**config.mk**
```make
export PLATFORM = sky130hd
export DESIGN_NAME = ysyx_23060332_ifu_flat
export DESIGN_NICKNAME = d
export VERILOG_FILES = /design/src/rtl/ysyx_23060332_ifu_if.sv /design/src/rtl/ysyx_23060332_ifu.sv /design/src/flat_wrapper.sv
export SDC_FILE = /design/constraint.sdc
export NUM_CORES = 1
export LEC_CHECK = 0
export ABC_CLOCK_PERIOD_IN_PS = 4800
export CAP_MARGIN = 5
export CELL_PAD_IN_SITES_DETAIL_PLACEMENT = 1
export CELL_PAD_IN_SITES_GLOBAL_PLACEMENT = 1
export CORE_AREA = 2 2 101 141
export CTS_CLUSTER_DIAMETER = 50
export DETAILED_ROUTE_END_ITERATION = 7
export DIE_AREA = 0 0 103 143
export PLACE_DENSITY = 0.93
export SYNTH_ARGS = -nofsm -noshare
export SYNTH_HDL_FRONTEND = slang
export SYNTH_SLANG_ARGS = --single-unit
```
**constraint.sdc**
```tcl
create_clock -name clk -period 4.8 [get_ports clk]
set_input_delay 0.96 -clock clk [delete_from_list [all_inputs] [get_ports clk]]
set_output_delay 0.96 -clock clk [all_outputs]
set_load 0.02 [all_outputs]
```
**src/rtl/ysyx_23060332_ifu_if.sv**
```systemverilog
// ----------------------------------------------------------------------------
// ysyx_23060332_ifu_if
// Bundles the fetch unit's bus-side signals so they can be passed as a
// single port.
//   imem_req_valid/addr/ready : request channel to instruction memory
//   imem_resp_valid/data      : single-cycle response pulse from memory
//   inst_o/inst_addr_o/inst_valid_o/inst_ready_i : handoff to decode
//   jump_flag_i/jump_addr_i   : next-PC redirect, sampled at handoff
//   fetch_err_o               : sticky protocol/alignment error
// The master modport is the fetch unit. The slave modport is the
// memory/decode side.
// ----------------------------------------------------------------------------
interface ysyx_23060332_ifu_if;
    logic        imem_req_valid;
    logic [31:0] imem_req_addr;
    logic        imem_req_ready;
    logic        imem_resp_valid;
    logic [31:0] imem_resp_data;
    logic [31:0] inst_o;
    logic [31:0] inst_addr_o;
    logic        inst_valid_o;
    logic        inst_ready_i;
    logic        jump_flag_i;
    logic [31:0] jump_addr_i;
    logic        fetch_err_o;

    modport master (
        output imem_req_valid,
        output imem_req_addr,
        input  imem_req_ready,
        input  imem_resp_valid,
        input  imem_resp_data,
        output inst_o,
        output inst_addr_o,
        output inst_valid_o,
        input  inst_ready_i,
        input  jump_flag_i,
        input  jump_addr_i,
        output fetch_err_o
    );

    modport slave (
        input  imem_req_valid,
        input  imem_req_addr,
        output imem_req_ready,
        output imem_resp_valid,
        output imem_resp_data,
        input  inst_o,
        input  inst_addr_o,
        input  inst_valid_o,
        output inst_ready_i,
        output jump_flag_i,
        output jump_addr_i,
        input  fetch_err_o
    );
endinterface

```
**src/rtl/ysyx_23060332_ifu.sv**
```systemverilog
// ----------------------------------------------------------------------------
// ysyx_23060332_ifu
// Instruction fetch unit. Owns the PC and keeps one memory request
// outstanding at a time. It holds the fetched word for decode until decode
// consumes it. On that handoff it applies the execute-stage redirect, or
// falls through to pc+4.
// Ports:
//   clk  : core clock. All state changes on the rising edge.
//   rst  : synchronous reset, active-high.
//   bus  : ysyx_23060332_ifu_if.master. Carries the memory request and
//          response, the decode handoff, the redirect and the error flag.
// ----------------------------------------------------------------------------
module ysyx_23060332_ifu #(
    parameter logic [31:0] RESET_PC = 32'h8000_0000,
    parameter logic [31:0] NOP_INST = 32'h0000_0013
) (
    input  logic                       clk,
    input  logic                       rst,
    ysyx_23060332_ifu_if.master        bus
);

    typedef enum logic [1:0] {
        S_REQ  = 2'd0,
        S_WAIT = 2'd1,
        S_HOLD = 2'd2
    } state_t;

    state_t      state_reg,      state_next;
    logic [31:0] pc_reg,         pc_next;
    logic        req_valid_reg,  req_valid_next;
    logic [31:0] inst_reg,       inst_next;
    logic [31:0] inst_addr_reg,  inst_addr_next;
    logic        inst_valid_reg, inst_valid_next;
    logic        err_reg,        err_next;

    logic        req_fire;
    logic        resp_fire;
    logic        handoff;
    logic [31:0] jump_aligned;

    // Redirect targets are forced onto a word boundary. The two low bits
    // are dropped, and a misaligned target is reported separately.
    genvar gi;
    generate
        for (gi = 0; gi < 32; gi++) begin : g_align
            if (gi < 2) begin : g_low
                assign jump_aligned[gi] = 1'b0;
            end else begin : g_high
                assign jump_aligned[gi] = bus.jump_addr_i[gi];
            end
        end
    endgenerate

    assign req_fire  = (state_reg == S_REQ)  && req_valid_reg  && bus.imem_req_ready;
    // A response in S_WAIT is acted on even if imem_req_ready is also high.
    assign resp_fire = (state_reg == S_WAIT) && bus.imem_resp_valid;
    assign handoff   = (state_reg == S_HOLD) && inst_valid_reg && bus.inst_ready_i;

    // State register and registered outputs.
    always_ff @(posedge clk) begin
        if (rst) begin
            state_reg      <= S_REQ;
            pc_reg         <= RESET_PC;
            req_valid_reg  <= 1'b0;
            inst_reg       <= NOP_INST;
            inst_addr_reg  <= RESET_PC;
            inst_valid_reg <= 1'b0;
            err_reg        <= 1'b0;
        end else begin
            state_reg      <= state_next;
            pc_reg         <= pc_next;
            req_valid_reg  <= req_valid_next;
            inst_reg       <= inst_next;
            inst_addr_reg  <= inst_addr_next;
            inst_valid_reg <= inst_valid_next;
            err_reg        <= err_next;
        end
    end

    // Next-state logic.
    always_comb begin
        state_next = state_reg;
        case (state_reg)
            S_REQ:   if (req_fire)  state_next = S_WAIT;
            S_WAIT:  if (resp_fire) state_next = S_HOLD;
            S_HOLD:  if (handoff)   state_next = S_REQ;
            default:                state_next = S_REQ;
        endcase
    end

    // Output and datapath next values.
    always_comb begin
        pc_next         = pc_reg;
        req_valid_next  = req_valid_reg;
        inst_next       = inst_reg;
        inst_addr_next  = inst_addr_reg;
        inst_valid_next = inst_valid_reg;
        err_next        = err_reg;

        case (state_reg)
            S_REQ: begin
                // The request rises one cycle after entering S_REQ. It stays
                // high, with pc unchanged, until memory accepts it.
                req_valid_next = !req_fire;
            end
            S_WAIT: begin
                req_valid_next = 1'b0;
                if (resp_fire) begin
                    inst_next       = bus.imem_resp_data;
                    inst_addr_next  = pc_reg;
                    inst_valid_next = 1'b1;
                end
            end
            S_HOLD: begin
                req_valid_next = 1'b0;
                if (handoff) begin
                    pc_next         = bus.jump_flag_i ? jump_aligned : pc_reg + 32'd4;
                    inst_valid_next = 1'b0;
                    inst_next       = NOP_INST;
                    if (bus.jump_flag_i && (bus.jump_addr_i[1:0] != 2'b00))
                        err_next = 1'b1;
                end
            end
            default: begin
                req_valid_next = 1'b0;
            end
        endcase

        // A response outside S_WAIT changes nothing except the error flag.
        if (bus.imem_resp_valid && (state_reg != S_WAIT))
            err_next = 1'b1;
    end

    assign bus.imem_req_valid = req_valid_reg;
    assign bus.imem_req_addr  = pc_reg;
    assign bus.inst_o         = inst_reg;
    assign bus.inst_addr_o    = inst_addr_reg;
    assign bus.inst_valid_o   = inst_valid_reg;
    assign bus.fetch_err_o    = err_reg;

endmodule

```
**src/flat_wrapper.sv**
```systemverilog
// flat-port wrapper written by rule: the top's interface ports become plain ports
module ysyx_23060332_ifu_flat 
#(
    parameter logic [31:0] RESET_PC = 32'h8000_0000,
    parameter logic [31:0] NOP_INST = 32'h0000_0013
)
  (clk, rst, bus_imem_req_valid, bus_imem_req_addr, bus_imem_req_ready, bus_imem_resp_valid, bus_imem_resp_data, bus_inst_o, bus_inst_addr_o, bus_inst_valid_o, bus_inst_ready_i, bus_jump_flag_i, bus_jump_addr_i, bus_fetch_err_o);
  ysyx_23060332_ifu_if bus_i ();
  input  logic clk;
  input  logic rst;
  output wire logic [$bits(bus_i.imem_req_valid)-1:0] bus_imem_req_valid;
  output wire logic [$bits(bus_i.imem_req_addr)-1:0] bus_imem_req_addr;
  input wire logic [$bits(bus_i.imem_req_ready)-1:0] bus_imem_req_ready;
  input wire logic [$bits(bus_i.imem_resp_valid)-1:0] bus_imem_resp_valid;
  input wire logic [$bits(bus_i.imem_resp_data)-1:0] bus_imem_resp_data;
  output wire logic [$bits(bus_i.inst_o)-1:0] bus_inst_o;
  output wire logic [$bits(bus_i.inst_addr_o)-1:0] bus_inst_addr_o;
  output wire logic [$bits(bus_i.inst_valid_o)-1:0] bus_inst_valid_o;
  input wire logic [$bits(bus_i.inst_ready_i)-1:0] bus_inst_ready_i;
  input wire logic [$bits(bus_i.jump_flag_i)-1:0] bus_jump_flag_i;
  input wire logic [$bits(bus_i.jump_addr_i)-1:0] bus_jump_addr_i;
  output wire logic [$bits(bus_i.fetch_err_o)-1:0] bus_fetch_err_o;
  assign bus_imem_req_valid = bus_i.imem_req_valid;
  assign bus_imem_req_addr = bus_i.imem_req_addr;
  assign bus_i.imem_req_ready = bus_imem_req_ready;
  assign bus_i.imem_resp_valid = bus_imem_resp_valid;
  assign bus_i.imem_resp_data = bus_imem_resp_data;
  assign bus_inst_o = bus_i.inst_o;
  assign bus_inst_addr_o = bus_i.inst_addr_o;
  assign bus_inst_valid_o = bus_i.inst_valid_o;
  assign bus_i.inst_ready_i = bus_inst_ready_i;
  assign bus_i.jump_flag_i = bus_jump_flag_i;
  assign bus_i.jump_addr_i = bus_jump_addr_i;
  assign bus_fetch_err_o = bus_i.fetch_err_o;
  ysyx_23060332_ifu #(.RESET_PC(RESET_PC), .NOP_INST(NOP_INST)) u_core (.clk(clk), .rst(rst), .bus(bus_i));
endmodule
```
==> results_dict.tcl <==
set metrics [dict create \
    grt_util_all_layers_pct 22.0 \
    num_antenna_cells 0 \
    num_io_pins 169 \
    regArea_sq_um 1940 \
    number_of_buffers_created_by_cts 9 \
    grt_max_degree 66 \
    dieWidth_um 103 \
    grt_first_pass_wirelength_um 25300 \
    cts.hold.buffers_added 0 \
    cts_tree "yes" \
    finalWirelength_um 16300 \
    postSynth.topFlopCell "sky130_fd_sc_hd__dfxtp_1" \
    worst-endpoint-required_ns 5.08 \
    utilization_after_layout_pct 48.3 \
    final_tns_setup_ns 0 \
    multi_input_area_sq_um 2310 \
    pwr_cell_area_nw_per_um2 381 \
    synth_top_cell_by_area "sky130_fd_sc_hd__dfxtp_1" \
    measured_slew_at_the_worst_slew_check_pin_ns 1.24 \
    run_status "completed" \
    yosys_register_bits 97 \
    synthesis.area_sq_um 4480 \
    dr_total_vias 4758 \
    synth_enable_flop_cells 0 \
    holdPathStages 2 \
    worst-path-max-fanout 36 \
    finalNetCount 778 \
    clock-skew-final_ns 0.00841 \
    syn-instance-count 570 \
    ctsLongestPathBuffers 2 \
    synth_top_area_share_pct 43.4 \
    cts_root_buffer "sky130_fd_sc_hd__clkbuf_16" \
    gr-total-overflow 0 \
    final.setup.worst_slack_ns 1.59 \
    synth_cell_type_count 51 \
    number_of_antenna_violations_at_the_first_check_in_global_routing 0 \
    timing.max_cap.violations 0 \
    detailedPlace.worstSlack_ns 1.42 \
    detail_route.iter0.violations 227 \
    start_util_pct 33.5 \
    slew_violations 0 \
    avgRoutedWirePerCell_um 18.3 \
    antenna_violating_nets_post_route 0 \
    detail_route.first_pass.iterations 6 \
    regToRegStartpoint "u_core.state_reg[0]" \
    fin_crit_ns 3.21 \
    cts.sink_count 97 \
    clkTransAtPathRegs_ns 0.07 \
    grt_setup_unrepaired "no" \
    start_kind "register" \
    timing.critical_path.to_type "register" \
    worst_r2r_path_depth 6 \
    dpl.hpwl_um 11800 \
    synth_sequential_area_ratio_pct 43.4 \
    core-area_sq_um 13400 \
    number_of_global_route_vias_before_repair 4906 \
    worst_vdd_rail_ir_drop_v 0.000222 \
    drc 0 \
    hold_viol_final 0 \
    startpoint_of_the_most_critical_setup_path "u_core.state_reg[0]" \
    cts.repair_timing.setup_buffer_count 0 \
    fill_cells 1615 \
    buffer_ports.inserted 164 \
    dieArea_sq_um 14700 \
    largest_register_ffs 32 \
    p_leak_uw 0.00216 \
    synthToLayoutAreaGrowth_pct 44.5 \
    synth_area_leaders "sky130_fd_sc_hd__dfxtp_1 43%, sky130_fd_sc_hd__nand2_1 9.7%, sky130_fd_sc_hd__a21oi_1 8.9%" \
    post_layout_nonfiller_instances 890 \
    dpl.cell_count 874 \
    die_height_um 143 \
    worstPathArrival_ns 3.49 \
    yosysWarningCount 0 \
    timing.rr.end "u_core.bus.imem_req_addr[29]" \
    gpl.final_weighted_congestion 0.923 \
    worst_min_delay_path_category "reg -> reg" \
    worstSkewPairLatency_ns 0.35 \
    worst_slew_margin_rel_pct 17.3 \
    min_period_over_period_pct 66.9 \
    post_cts.resized_instances 0 \
    holdPathEnd "u_core.bus.inst_o[31]" \
    maxClockFrequency_ghz 0.312 \
    vias_per_cell 5.35 \
    report.final.setup_viol 0 \
    hold_path_startpoint "u_core.bus.inst_o[31]" \
    r2r_slack_ns 1.59 \
    final_layout_size_suffix_gt1_share_pct 5.23 \
    avgSynthCellArea_sq_um 7.86 \
    floorplan.rows 50 \
    ys_async_sr_fraction_pct 0 \
    crit_type "reg -> reg" \
    number_of_levels_in_the_clock_h_tree 3 \
]
[critical path, stage by stage (launching register included)]
cell	delay (ns)
sky130_fd_sc_hd__dfxtp_1	0.33
sky130_fd_sc_hd__inv_1	0.10
sky130_fd_sc_hd__ha_1	0.86
sky130_fd_sc_hd__nand3_1	0.76
sky130_fd_sc_hd__buf_4	0.42
sky130_fd_sc_hd__or4_1	0.48
sky130_fd_sc_hd__a31oi_1	0.17
[worst max path at each step]
stage                                              end  slack, ns  cells after the start
after floorplan                  u_core.bus.inst_o[30]       2.68                      7
after detailed placement          u_core.bus.inst_o[8]       1.42                      6
final                     u_core.bus.imem_req_addr[29]       1.59                      6
after CTS                 u_core.bus.imem_req_addr[29]       1.58                      6
after global routing      u_core.bus.imem_req_addr[29]       1.24                      6
after global placement          u_core.bus.fetch_err_o       1.62                      5
[layer usage]
layer | track usage [%] | vias up | part of all wire [%] | wire [um]
met1 | 23.9 | 2305 | 39 | 6300
met3 | 4.41 | 27 | 6.0 | 974
met2 | 41.1 | 168 | 53 | 8550
li1 | - | 2258 | - | -
met4 | 8.17 | 0 | 2.7 | 442
met5 | 0 | - | 0 | 0
[cells by family (layout without fill, tap and decap cells)]
kind of cell	Yosys count	in the layout	share of synthesized area (%)
other	1	4	0.0837
flip-flops	97	97	43.4
adder cells (fa/ha/maj)	5	5	1.40
multiplexers	5	5	1.12
AND/OR/NAND/NOR	257	257	29.6
AO/OA/AOI/OAI	146	146	19.1
buffers and inverters	59	194	5.39
[stage by stage]
stage	cell area (sq um)	hold WS, ns	power, uW
finish	6470	0.455	2470
global route	6470	0.474	2610
CTS	6470	0.456	2500
detailed placement	6180	0.448	1790
global placement	6180	0.438	1740
floorplan	4490	0.487	1440
[power breakdown]
group	switching (uW)	internal [uW]
sequential	59.8	903
combinational	475	329
clock	319	383
[synth_stat cells, types with 2 or more instances]
cell / count
sky130_fd_sc_hd__a22oi_1: 6
sky130_fd_sc_hd__nand2_1: 116
sky130_fd_sc_hd__ha_1: 5
sky130_fd_sc_hd__mux2i_1: 5
sky130_fd_sc_hd__a21oi_1: 80
sky130_fd_sc_hd__o31ai_1: 3
sky130_fd_sc_hd__nor4_1: 4
sky130_fd_sc_hd__nor3_1: 12
sky130_fd_sc_hd__and2_1: 2
sky130_fd_sc_hd__and3_1: 8
sky130_fd_sc_hd__a31o_2: 3
sky130_fd_sc_hd__buf_1: 4
sky130_fd_sc_hd__nor2_1: 29
sky130_fd_sc_hd__clkbuf_1: 37
sky130_fd_sc_hd__a31o_1: 2
sky130_fd_sc_hd__or2_2: 2
sky130_fd_sc_hd__nand3_1: 17
sky130_fd_sc_hd__o21ai_0: 18
sky130_fd_sc_hd__nand3b_1: 31
sky130_fd_sc_hd__buf_4: 4
sky130_fd_sc_hd__dfxtp_1: 97
sky130_fd_sc_hd__a22o_1: 2
sky130_fd_sc_hd__a31oi_1: 12
sky130_fd_sc_hd__inv_1: 9
sky130_fd_sc_hd__nor3_2: 2
sky130_fd_sc_hd__o21bai_1: 4
sky130_fd_sc_hd__nand4_1: 11
sky130_fd_sc_hd__buf_2: 4
sky130_fd_sc_hd__or4_1: 3
sky130_fd_sc_hd__nand3_2: 2
sky130_fd_sc_hd__a211oi_1: 7
sky130_fd_sc_hd__nand2b_1: 3
sky130_fd_sc_hd__or3_1: 8
[placed cells by master (no fill, tap or decap), drive strengths merged, types with 5 or more instances in the layout]
cell type      instances
clkdlybuf4s50        162
nand2                116
dfxtp                 97
a21oi                 80
nand3b                31
nor2                  29
nand3                 20
o21ai                 18
nor3                  15
a31oi                 12
nand4                 12
clkbuf                11
inv                   10
and3                   8
or3                    8
a211oi                 7
a22oi                  6
buf                    6
nor4                   6
mux2i                  5
ha                     5
a31o                   5
[cell type report]
| cell class | instances | area share [%] |
|---|---|---|
| timing repair buffer | 168 | 25.7 |
| clock inverter | 5 | 0.599 |
| inverter | 10 | 0.580 |
| tap | 182 | 3.52 |
| sequential | 97 | 30.0 |
| multi-input combinational | 417 | 35.7 |
| clock buffer | 11 | 3.90 |
Power figures use the tool's default switching activity.
